--- config.mk ---
export PLATFORM = sky130hd
export DESIGN_NAME = serial_add_ctrl
export DESIGN_NICKNAME = d
export VERILOG_FILES = /design/src/rtl/serial_add_ctrl.sv
export SDC_FILE = /design/constraint.sdc
export NUM_CORES = 1
export LEC_CHECK = 0
export CAP_MARGIN = 30
export CORE_ASPECT_RATIO = 0.7
export CORE_UTILIZATION = 40
export CTS_BUF_LIST = sky130_fd_sc_hd__clkbuf_16
export CTS_CLUSTER_DIAMETER = 80
export DETAILED_ROUTE_END_ITERATION = 16
export PLACE_DENSITY = 0.67
export SKIP_CTS_REPAIR_TIMING = 1
export SLEW_MARGIN = 20
export SYNTH_ARGS = -nofsm -noshare
export SYNTH_HDL_FRONTEND = slang
export SYNTH_SLANG_ARGS = --single-unit
--- constraint.sdc ---
create_clock -name clk -period 2.4 [get_ports clk]
set_input_delay 0.48 -clock clk [delete_from_list [all_inputs] [get_ports clk]]
set_output_delay 0.48 -clock clk [all_outputs]
set_load 0.03 [all_outputs]
--- src/rtl/serial_add_ctrl.sv ---
// Bit-serial adder: one full-adder cell stepped LSB first across WIDTH bits, with a start/busy/done handshake.
// Latency: done is high in the cycle after edge k+WIDTH for a start accepted at edge k; one add per WIDTH+2 cycles.
// Backpressure: start is only sampled in IDLE; requests in RUN/DONE are dropped without side effects.
module serial_add_ctrl #(
    parameter int WIDTH = 8
) (
    input  logic             clk,
    input  logic             rst,
    input  logic             start,
    input  logic [WIDTH-1:0] a,
    input  logic [WIDTH-1:0] b,
    output logic             busy,
    output logic             done,
    output logic [WIDTH-1:0] sum,
    output logic             cout
);

    localparam int CW = $clog2(WIDTH) + 1;
    localparam logic [WIDTH-1:0] MSB_ONE = WIDTH'(1) << (WIDTH - 1);
    localparam logic [CW-1:0]    LAST_CNT = CW'(WIDTH - 1);

    typedef enum logic [1:0] {
        IDLE = 2'd0,
        RUN  = 2'd1,
        DONE = 2'd2
    } state_t;

    state_t state, state_nxt;

    logic [WIDTH-1:0] opa, opb, res, res_nxt;
    logic             carry;
    logic [CW-1:0]    cnt;
    logic             last_step;

    logic ha1_s, ha1_c, ha2_c, s_bit, c_next;

    // Full adder as two half adders plus an OR on the carries.
    assign ha1_s  = opa[0] ^ opb[0];
    assign ha1_c  = opa[0] & opb[0];
    assign s_bit  = ha1_s ^ carry;
    assign ha2_c  = ha1_s & carry;
    assign c_next = ha1_c | ha2_c;

    assign res_nxt   = (res >> 1) | (s_bit ? MSB_ONE : '0);
    assign last_step = (cnt == LAST_CNT);

    always_ff @(posedge clk or posedge rst) begin
        if (rst) begin
            state <= IDLE;
        end else begin
            state <= state_nxt;
        end
    end

    always_comb begin
        state_nxt = state;
        case (state)
            IDLE:    if (start) state_nxt = RUN;
            RUN:     if (last_step) state_nxt = DONE;
            DONE:    state_nxt = IDLE;
            default: state_nxt = IDLE;
        endcase
    end

    always_comb begin
        busy = 1'b0;
        done = 1'b0;
        case (state)
            RUN:     busy = 1'b1;
            DONE:    begin
                busy = 1'b1;
                done = 1'b1;
            end
            default: begin
                busy = 1'b0;
                done = 1'b0;
            end
        endcase
    end

    // Operand/result shifters; sum and cout move only on the final RUN step.
    always_ff @(posedge clk or posedge rst) begin
        if (rst) begin
            opa   <= '0;
            opb   <= '0;
            res   <= '0;
            carry <= 1'b0;
            cnt   <= '0;
            sum   <= '0;
            cout  <= 1'b0;
        end else begin
            case (state)
                IDLE: begin
                    if (start) begin
                        opa   <= a;
                        opb   <= b;
                        res   <= '0;
                        carry <= 1'b0;
                        cnt   <= '0;
                    end
                end
                RUN: begin
                    opa   <= opa >> 1;
                    opb   <= opb >> 1;
                    res   <= res_nxt;
                    carry <= c_next;
                    cnt   <= cnt + 1'b1;
                    if (last_step) begin
                        sum  <= res_nxt;
                        cout <= c_next;
                    end
                end
                default: begin
                    cnt <= cnt;
                end
            endcase
        end
    end

endmodule

==> summary.txt, run 1 <==
Synthesis
  – Top cell type by total area after synthesis: dfrtp_1
  – Synth area leaders: dfrtp_1 (56%), mux2i_1 (8.1%), mux2_2 (6.5%)
  – Unique masters post-synth: 26
  – Post-Syn Instances: 142
  – Syn_nets: 166
  – Top_reg_cell synth: dfrtp_1
  – Share of synthesized registers carrying an async set or reset: 100%
  – Syn Area/Cell: between 10 and 15 um^2
  – Post-Syn Area: roughly 0.0017 mm^2
  – #FFs+latches synth: 39
  – Post-synth EDFFs: 0
  – Top cell type's share of synthesized area: 56.4%
  – Count leader, synth: dfrtp_1
  – Synth top cells by count: dfrtp_1 (39), nand2_1 (18), mux2i_1 (14), o21ai_0 (13), mux2_2 (10)
  – Yosys warnings: 0
  – Sequential area share after synthesis: a little under three fifths

Global routing
  – Vias in the first global route: 1106
  – Total gr overflow: 0
  – Global-route wire length before repair: ~5400 um
  – Gr usage total: between 15 and 20%
  – Initial antenna violation count: 0
  – Largest net degree at the start of global routing: 40

STA
  – Worst Skew: between 4 and 5 ps
  – Worst slew pin tran: 491 ps
  – Ratio of final minimum period to clock period: approximately 91%
  – Final setup TNS: 0 ps
  – Tmin final: between 2000 and 2500 ps
  – Max Fclk: between 400 and 500 MHz
  – RSZ-0062 raised after global routing: false
  – Max Slew Vio Count: 0
  – Final Hold Fails: 0
  – Final setup fails: 0
  – Slew headroom: 67.3%

Placed design
  – Input/output buffers: 29
  – HPWL reported at the end of detailed placement: 2190 um
  – RD Place Congestion: approximately 0.74

Floorplan
  – Initial core utilization: a little over two fifths
  – I/O pin total: 30
  – Die Y: about 57 um
  – Core ar.: roughly 0.0040 mm^2
  – Cell Rows: 19
  – DIE AREA: about 0.0046 mm^2
  – Die X-Extent: ~81 um

Min path
  – Min-delay worst type: reg -> reg

Cells and area
  – Fill cells: around 330
  – ANT cells: 0
  – Register area: approximately 980 um^2
  – Share of cells above drive strength 1: between 10% and 20%
  – Area growth syn-to-layout: 29.2%
  – Layout Nets: between 150 and 200
  – Multi-input gate area: 692 um^2

Detailed routing
  – Drt pass-1 iters: 4
  – Vias: 1137
  – Post-DRT Antenna Nets: 0
  – Avg WL per Cell: about 14 um
  – Initial DRC count: 63
  – Total wire length: between 3000 and 4000 um
  – DR vias/cell: 5.01
  – DRC violations left: 0

Run
  – Maxcap violations: 0

Critical path
  – Startpoint types: flop
  – Critical path's slowest cell: clkdlybuf4s50_1
  – CP max stage delay: roughly 660 ps
  – WS Path Type: reg -> out
  – Critical path data arrival time: approximately 1700 ps
  – Critical Path Fanout Max: 3
  – Worst R2R Setup Slack: between 500 and 600 ps
  – Worst-path cell chain: inv_1 > ha_1 > clkdlybuf4s50_1
  – Data required, critical path: between 1500 and 2000 ps
  – Worst Setup End Kind: output pin

Clock network
  – Register clock-pin slew on the reported worst setup and hold paths: 60 ps
  – Clk sinks: 39
  – CTS tree: done
  – Number of CTS-inserted buffers: 5
  – Clock tree buffer depth: 2
  – CTS H-tree depth: 2
  – Worst skew pair latency: 280 ps
  – Clock Tree Root: clkbuf_16

Power
  – Total power: 2.81 mW
  – VDD IR max: around 0.48 mV
  – Pleak: 1.04 nW
  – Power Dens Cells: between 1000 and 1500 mW/mm^2

Outcome
  – Status: complete, no violations
## state kept, by name, indices dropped and copies added, names as in the netlist
register and cells:
state 2, res 7, opa 8, opb 8
cnt 4, cout 1, sum 8, carry 1
## worst max-delay path: cells and delay by family (launching register included)
| kind | cells | cell delay [ps] |
|---|---|---|
| DFF | 1 | 370 |
| buffers and inverters | 2 | 750 |
| adders and majority gates | 1 | 290 |
## layer usage
metal	part of all wire, %	vias up	GRT usage [%]
li1	-	568	-
met1	48	539	22.1
met2	46	22	23.1
met3	4.1	8	4.32
met4	1.8	0	7.65
met5	0	-	0
## layout make-up
cell class	instances	area share (%)
Sequential cell	39	43.6
Multi-Input combinational cell	91	30.9
Timing Repair Buffer	33	14.3
Clock buffer	5	5.59
Tap cell	52	2.91
Clock inverter	3	1.96
Inverter	4	0.671
## per-stage QoR
stage	hold slack (ps)	worst slack [ps]	cells	cell area [um^2]	util, %
floorplan	450	932	142	1730	-
global placement	463	518	219	2070	51.2
detailed placement	473	448	219	2070	51.2
CTS	487	208	227	2240	55.4
global route	522	146	227	2240	55.4
finish	482	226	227	2240	55.4
## cell families after synthesis
kind of cell	after synthesis	synth area share, %
compound gates	31	11.4
simple gates	30	8.60
buf+inv	12	3.68
mux	25	15.9
flops	39	56.4
fa+ha+maj	5	4.05
## cell usage in the layout, fill, tap and decap left out, types with 3 or more instances in the layout
cell type / synthesis / routed
nand2_1: 18 / 18
a21oi_1: 3 / 3
mux2_2: 10 / 10
o21ai_1: 3 / 3
clkbuf_16: 0 / 5
mux2i_1: 14 / 14
o21ai_0: 13 / 13
dfrtp_1: 39 / 39
inv_1: 4 / 4
a22o_1: 9 / 9
clkdlybuf4s50_1: 0 / 29
buf_4: 1 / 4
ha_1: 4 / 4
nand2b_1: 3 / 3
## where the power goes
group,leakage (nW),switching [mW],internal (mW)
logic,0.445,0.537,0.462
clock network,0.0838,0.256,0.490
registers,0.512,0.161,0.902
## path summary, 6_finish.rpt
| kind | to | start | cells past startpoint |
|---|---|---|---|
| min in group asynchronous | sum[4]$_DFFE_PP0P_ | rst | 3 |
| max | busy | state[0]$_DFFE_PP0P_ | 3 |
| min reg2reg | opa[4]$_DFFE_PP0P_ | opa[4]$_DFFE_PP0P_ | 2 |
| max reg2reg | opb[5]$_DFFE_PP0P_ | state[0]$_DFFE_PP0P_ | 5 |
| min | opa[4]$_DFFE_PP0P_ | opa[4]$_DFFE_PP0P_ | 2 |
| max in group asynchronous | opb[4]$_DFFE_PP0P_ | rst | 3 |
(Power assumes the default switching activity.)
==> inputs of run 2 (changes only) <==
==> constraint.sdc (replaced) <==
create_clock -name clk -period 2 [get_ports clk]
set_input_delay 0.4 -clock clk [delete_from_list [all_inputs] [get_ports clk]]
set_output_delay 0.4 -clock clk [all_outputs]
set_load 0.03 [all_outputs]
==> summary.txt, run 2 (synthesized netlist as in run 1, its figures left out) <==
Cells and area
  – Layout Utilization: 56.3% (was 55.4%)
  – Finished Cell Area: 0.00227 mm^2 (was 0.00224 mm^2)
  – Share of cells above drive strength 1: 15.6% (was 13.7%)
  – Regs by FF count: opa: 8 flops, opb: 8 flops, sum: 8 flops (unchanged)
  – ANT cells: 0 (unchanged)
  – Most common cell after layout, fill and taps aside: dfrtp_1 (unchanged)
  – Area growth syn-to-layout: 31.4% (was 29.2%)
  – Fill cells: 330 (was 334)
  – Fin cells: 232 (was 227)
  – Most frequent cells in the layout: dfrtp_1 (39), clkdlybuf4s50_1 (27), nand2_1 (18), mux2i_1 (14), o21ai_0 (13) (was dfrtp_1 (39), clkdlybuf4s50_1 (29), nand2_1 (18), mux2i_1 (14), o21ai_0 (13))
  – Layout Nets: 203 (was 198)

Placed design
  – RD Place Congestion: 0.715 (was 0.742)
  – Setup Slack @ Placement: 124 ps (was 448 ps)
  – Input/output buffers: 29 (unchanged)
  – HPWL reported at the end of detailed placement: 2310 um (was 2190 um)
  – Placed insts: 219 (unchanged)
  – Post-place instance area: 0.00207 mm^2 (unchanged)

Power
  – Internal Power: 2.27 mW (was 1.85 mW)
  – Net switching power figure: 1.16 mW (was 0.953 mW)
  – Clock group share of total power: 25.5% (was 26.5%)
  – Part of the power in combinational logic: 37.2% (was 35.6%)
  – Switching Fraction: 33.8% (was 34.0%)
  – Total power: 3.43 mW (was 2.81 mW)
  – Part of the power in registers: 37.3% (was 37.9%)
  – Power Dens Cells: 1510 mW/mm^2 (was 1250 mW/mm^2)
  – VDD IR max: 0.680 mV (was 0.482 mV)
  – Pleak: 1.09 nW (was 1.04 nW)

Global routing
  – Gr usage total: 16.5% (was 15.9%)
  – Largest net degree at the start of global routing: 40 (unchanged)
  – Initial antenna violation count: 0 (unchanged)
  – Vias in the first global route: 1238 (was 1106)
  – Total gr overflow: 0 (unchanged)
  – Global-route wire length before repair: 5530 um (was 5380 um)

Clock network
  – CTS tree: done (unchanged)
  – Clk sinks: 39 (unchanged)
  – Clock Tree Root: clkbuf_16 (unchanged)
  – CTS H-tree depth: 2 (unchanged)
  – Register clock-pin slew on the reported worst setup and hold paths: 60 ps (about the same)
  – Worst skew pair latency: 280 ps (about the same)
  – Number of CTS-inserted buffers: 5 (unchanged)
  – Clock tree buffer depth: 2 (unchanged)

STA
  – Slew headroom: 67.8% (was 67.3%)
  – Hold Worst Slack: 476 ps (was 482 ps)
  – Final setup TNS: 0 ps (unchanged)
  – Setup ws final: 236 ps (was 226 ps)
  – Final Hold Fails: 0 (unchanged)
  – Tmin final: 1760 ps
  – Max Fclk: ~570 MHz
  – Max Slew Vio Count: 0 (unchanged)
  – Final setup fails: 0 (unchanged)
  – Worst Skew: 3.26 ps (was 4.65 ps)
  – Ratio of final minimum period to clock period: between 80% and 90%
  – RSZ-0062 raised after global routing: false (unchanged)
  – Worst slew pin tran: 483 ps (was 491 ps)

Floorplan
  – Die Y: 57.1 um (unchanged)
  – Core ar.: 0.00404 mm^2 (unchanged)
  – Initial core utilization: 42.8% (unchanged)
  – I/O pin total: 30 (unchanged)
  – DIE AREA: 0.00460 mm^2 (unchanged)
  – Cell Rows: 19 (unchanged)
  – Die X-Extent: 80.6 um (unchanged)

Detailed routing
  – Avg WL per Cell: 14.1 um (was 13.7 um)
  – Vias: 1169 (was 1137)
  – Drt pass-1 iters: 4 (unchanged)
  – Initial DRC count: 80 (was 63)
  – DRC violations left: 0 (unchanged)
  – Total wire length: 3270 um (was 3110 um)
  – Post-DRT Antenna Nets: 0 (unchanged)
  – DR vias/cell: 5.04 (was 5.01)

Outcome
  – Status: complete, no violations (unchanged)

Critical path
  – WS Path Type: reg -> reg (was reg -> out)
  – Startpoint types: flop (unchanged)
  – Critical R2R Capture: opa[6]$_DFFE_PP0P_ (was opb[5]$_DFFE_PP0P_)
  – Critical path data arrival time: 1950 ps (was 1690 ps)
  – R2R Path Start: state[0]$_DFFE_PP0P_ (unchanged)
  – Worst Setup End Kind: flop (was output pin)
  – Worst R2R Setup Slack: 240 ps (was 570 ps)
  – Worst r2r path cells: 6 (was 5)
  – Data required, critical path: 2190 ps (was 1920 ps)
  – Critical Path Fanout Max: 16 (was 3)

Min path
  – Worst Hold Launch: opa[5]$_DFFE_PP0P_ (was opa[4]$_DFFE_PP0P_)
  – Min-delay worst type: reg -> reg (unchanged)
  – Hold Crit Depth: 2 (unchanged)
  – Hold EP: opa[5]$_DFFE_PP0P_ (was opa[4]$_DFFE_PP0P_)

Run
  – Maxcap violations: 0 (unchanged)
[run 2: how the worst max path moves through the flow]
stage                              start                  to  slack, ps  cells after the start
global route        state[0]$_DFFE_PP0P_  opa[6]$_DFFE_PP0P_         90                      6
CTS                 state[0]$_DFFE_PP0P_                busy        -90                      3
global placement                   start  opa[6]$_DFFE_PP0P_        200                      4
finish              state[0]$_DFFE_PP0P_  opa[6]$_DFFE_PP0P_        240                      6
floorplan           state[0]$_DFFE_PP0P_  cnt[0]$_DFFE_PP0P_        530                      6
detailed placement                 start  opa[6]$_DFFE_PP0P_        120                      4
[run 2: power by group through the flow]
stage	Sequential [mW]	Clock, mW	Combinational [mW]
after floorplan	1.31	0	0.866
after global placement	1.27	0	1.15
after detailed placement	1.29	0	1.22
after CTS	1.28	0.897	1.23
after global routing	1.31	0.942	1.41
final	1.28	0.874	1.28
[run 2: final cells by class]
class                      count  area [um^2]  share of cell area (%)
sequential                    39          976                    42.9
multi-input combinational     91          692                    30.4
timing repair buffer          38          363                    16.0
clock buffer                   5          125                    5.50
tap                           52         65.1                    2.86
clock inverter                 3         38.8                    1.71
inverter                       4         15.0                   0.660
[run 2: critical path, cell delays in order, from the launching register on]
cell and delay [ps]:
dfrtp_1 390, inv_1 120, ha_1 290, mux2i_4 430
buf_4 270, nand2_1 80, o21ai_0 90
[run 2: per-layer routing]
layer / wire length, um / GRT usage, % / part of all wire, % / vias to the layer above
li1: - / - / - / 573
met1: 1480 / 19.1 / 45 / 567
met2: 1600 / 27.8 / 49 / 22
met3: 133 / 4.80 / 4.1 / 7
met4: 61 / 8.93 / 1.9 / 0
met5: 0 / 0 / 0 / -
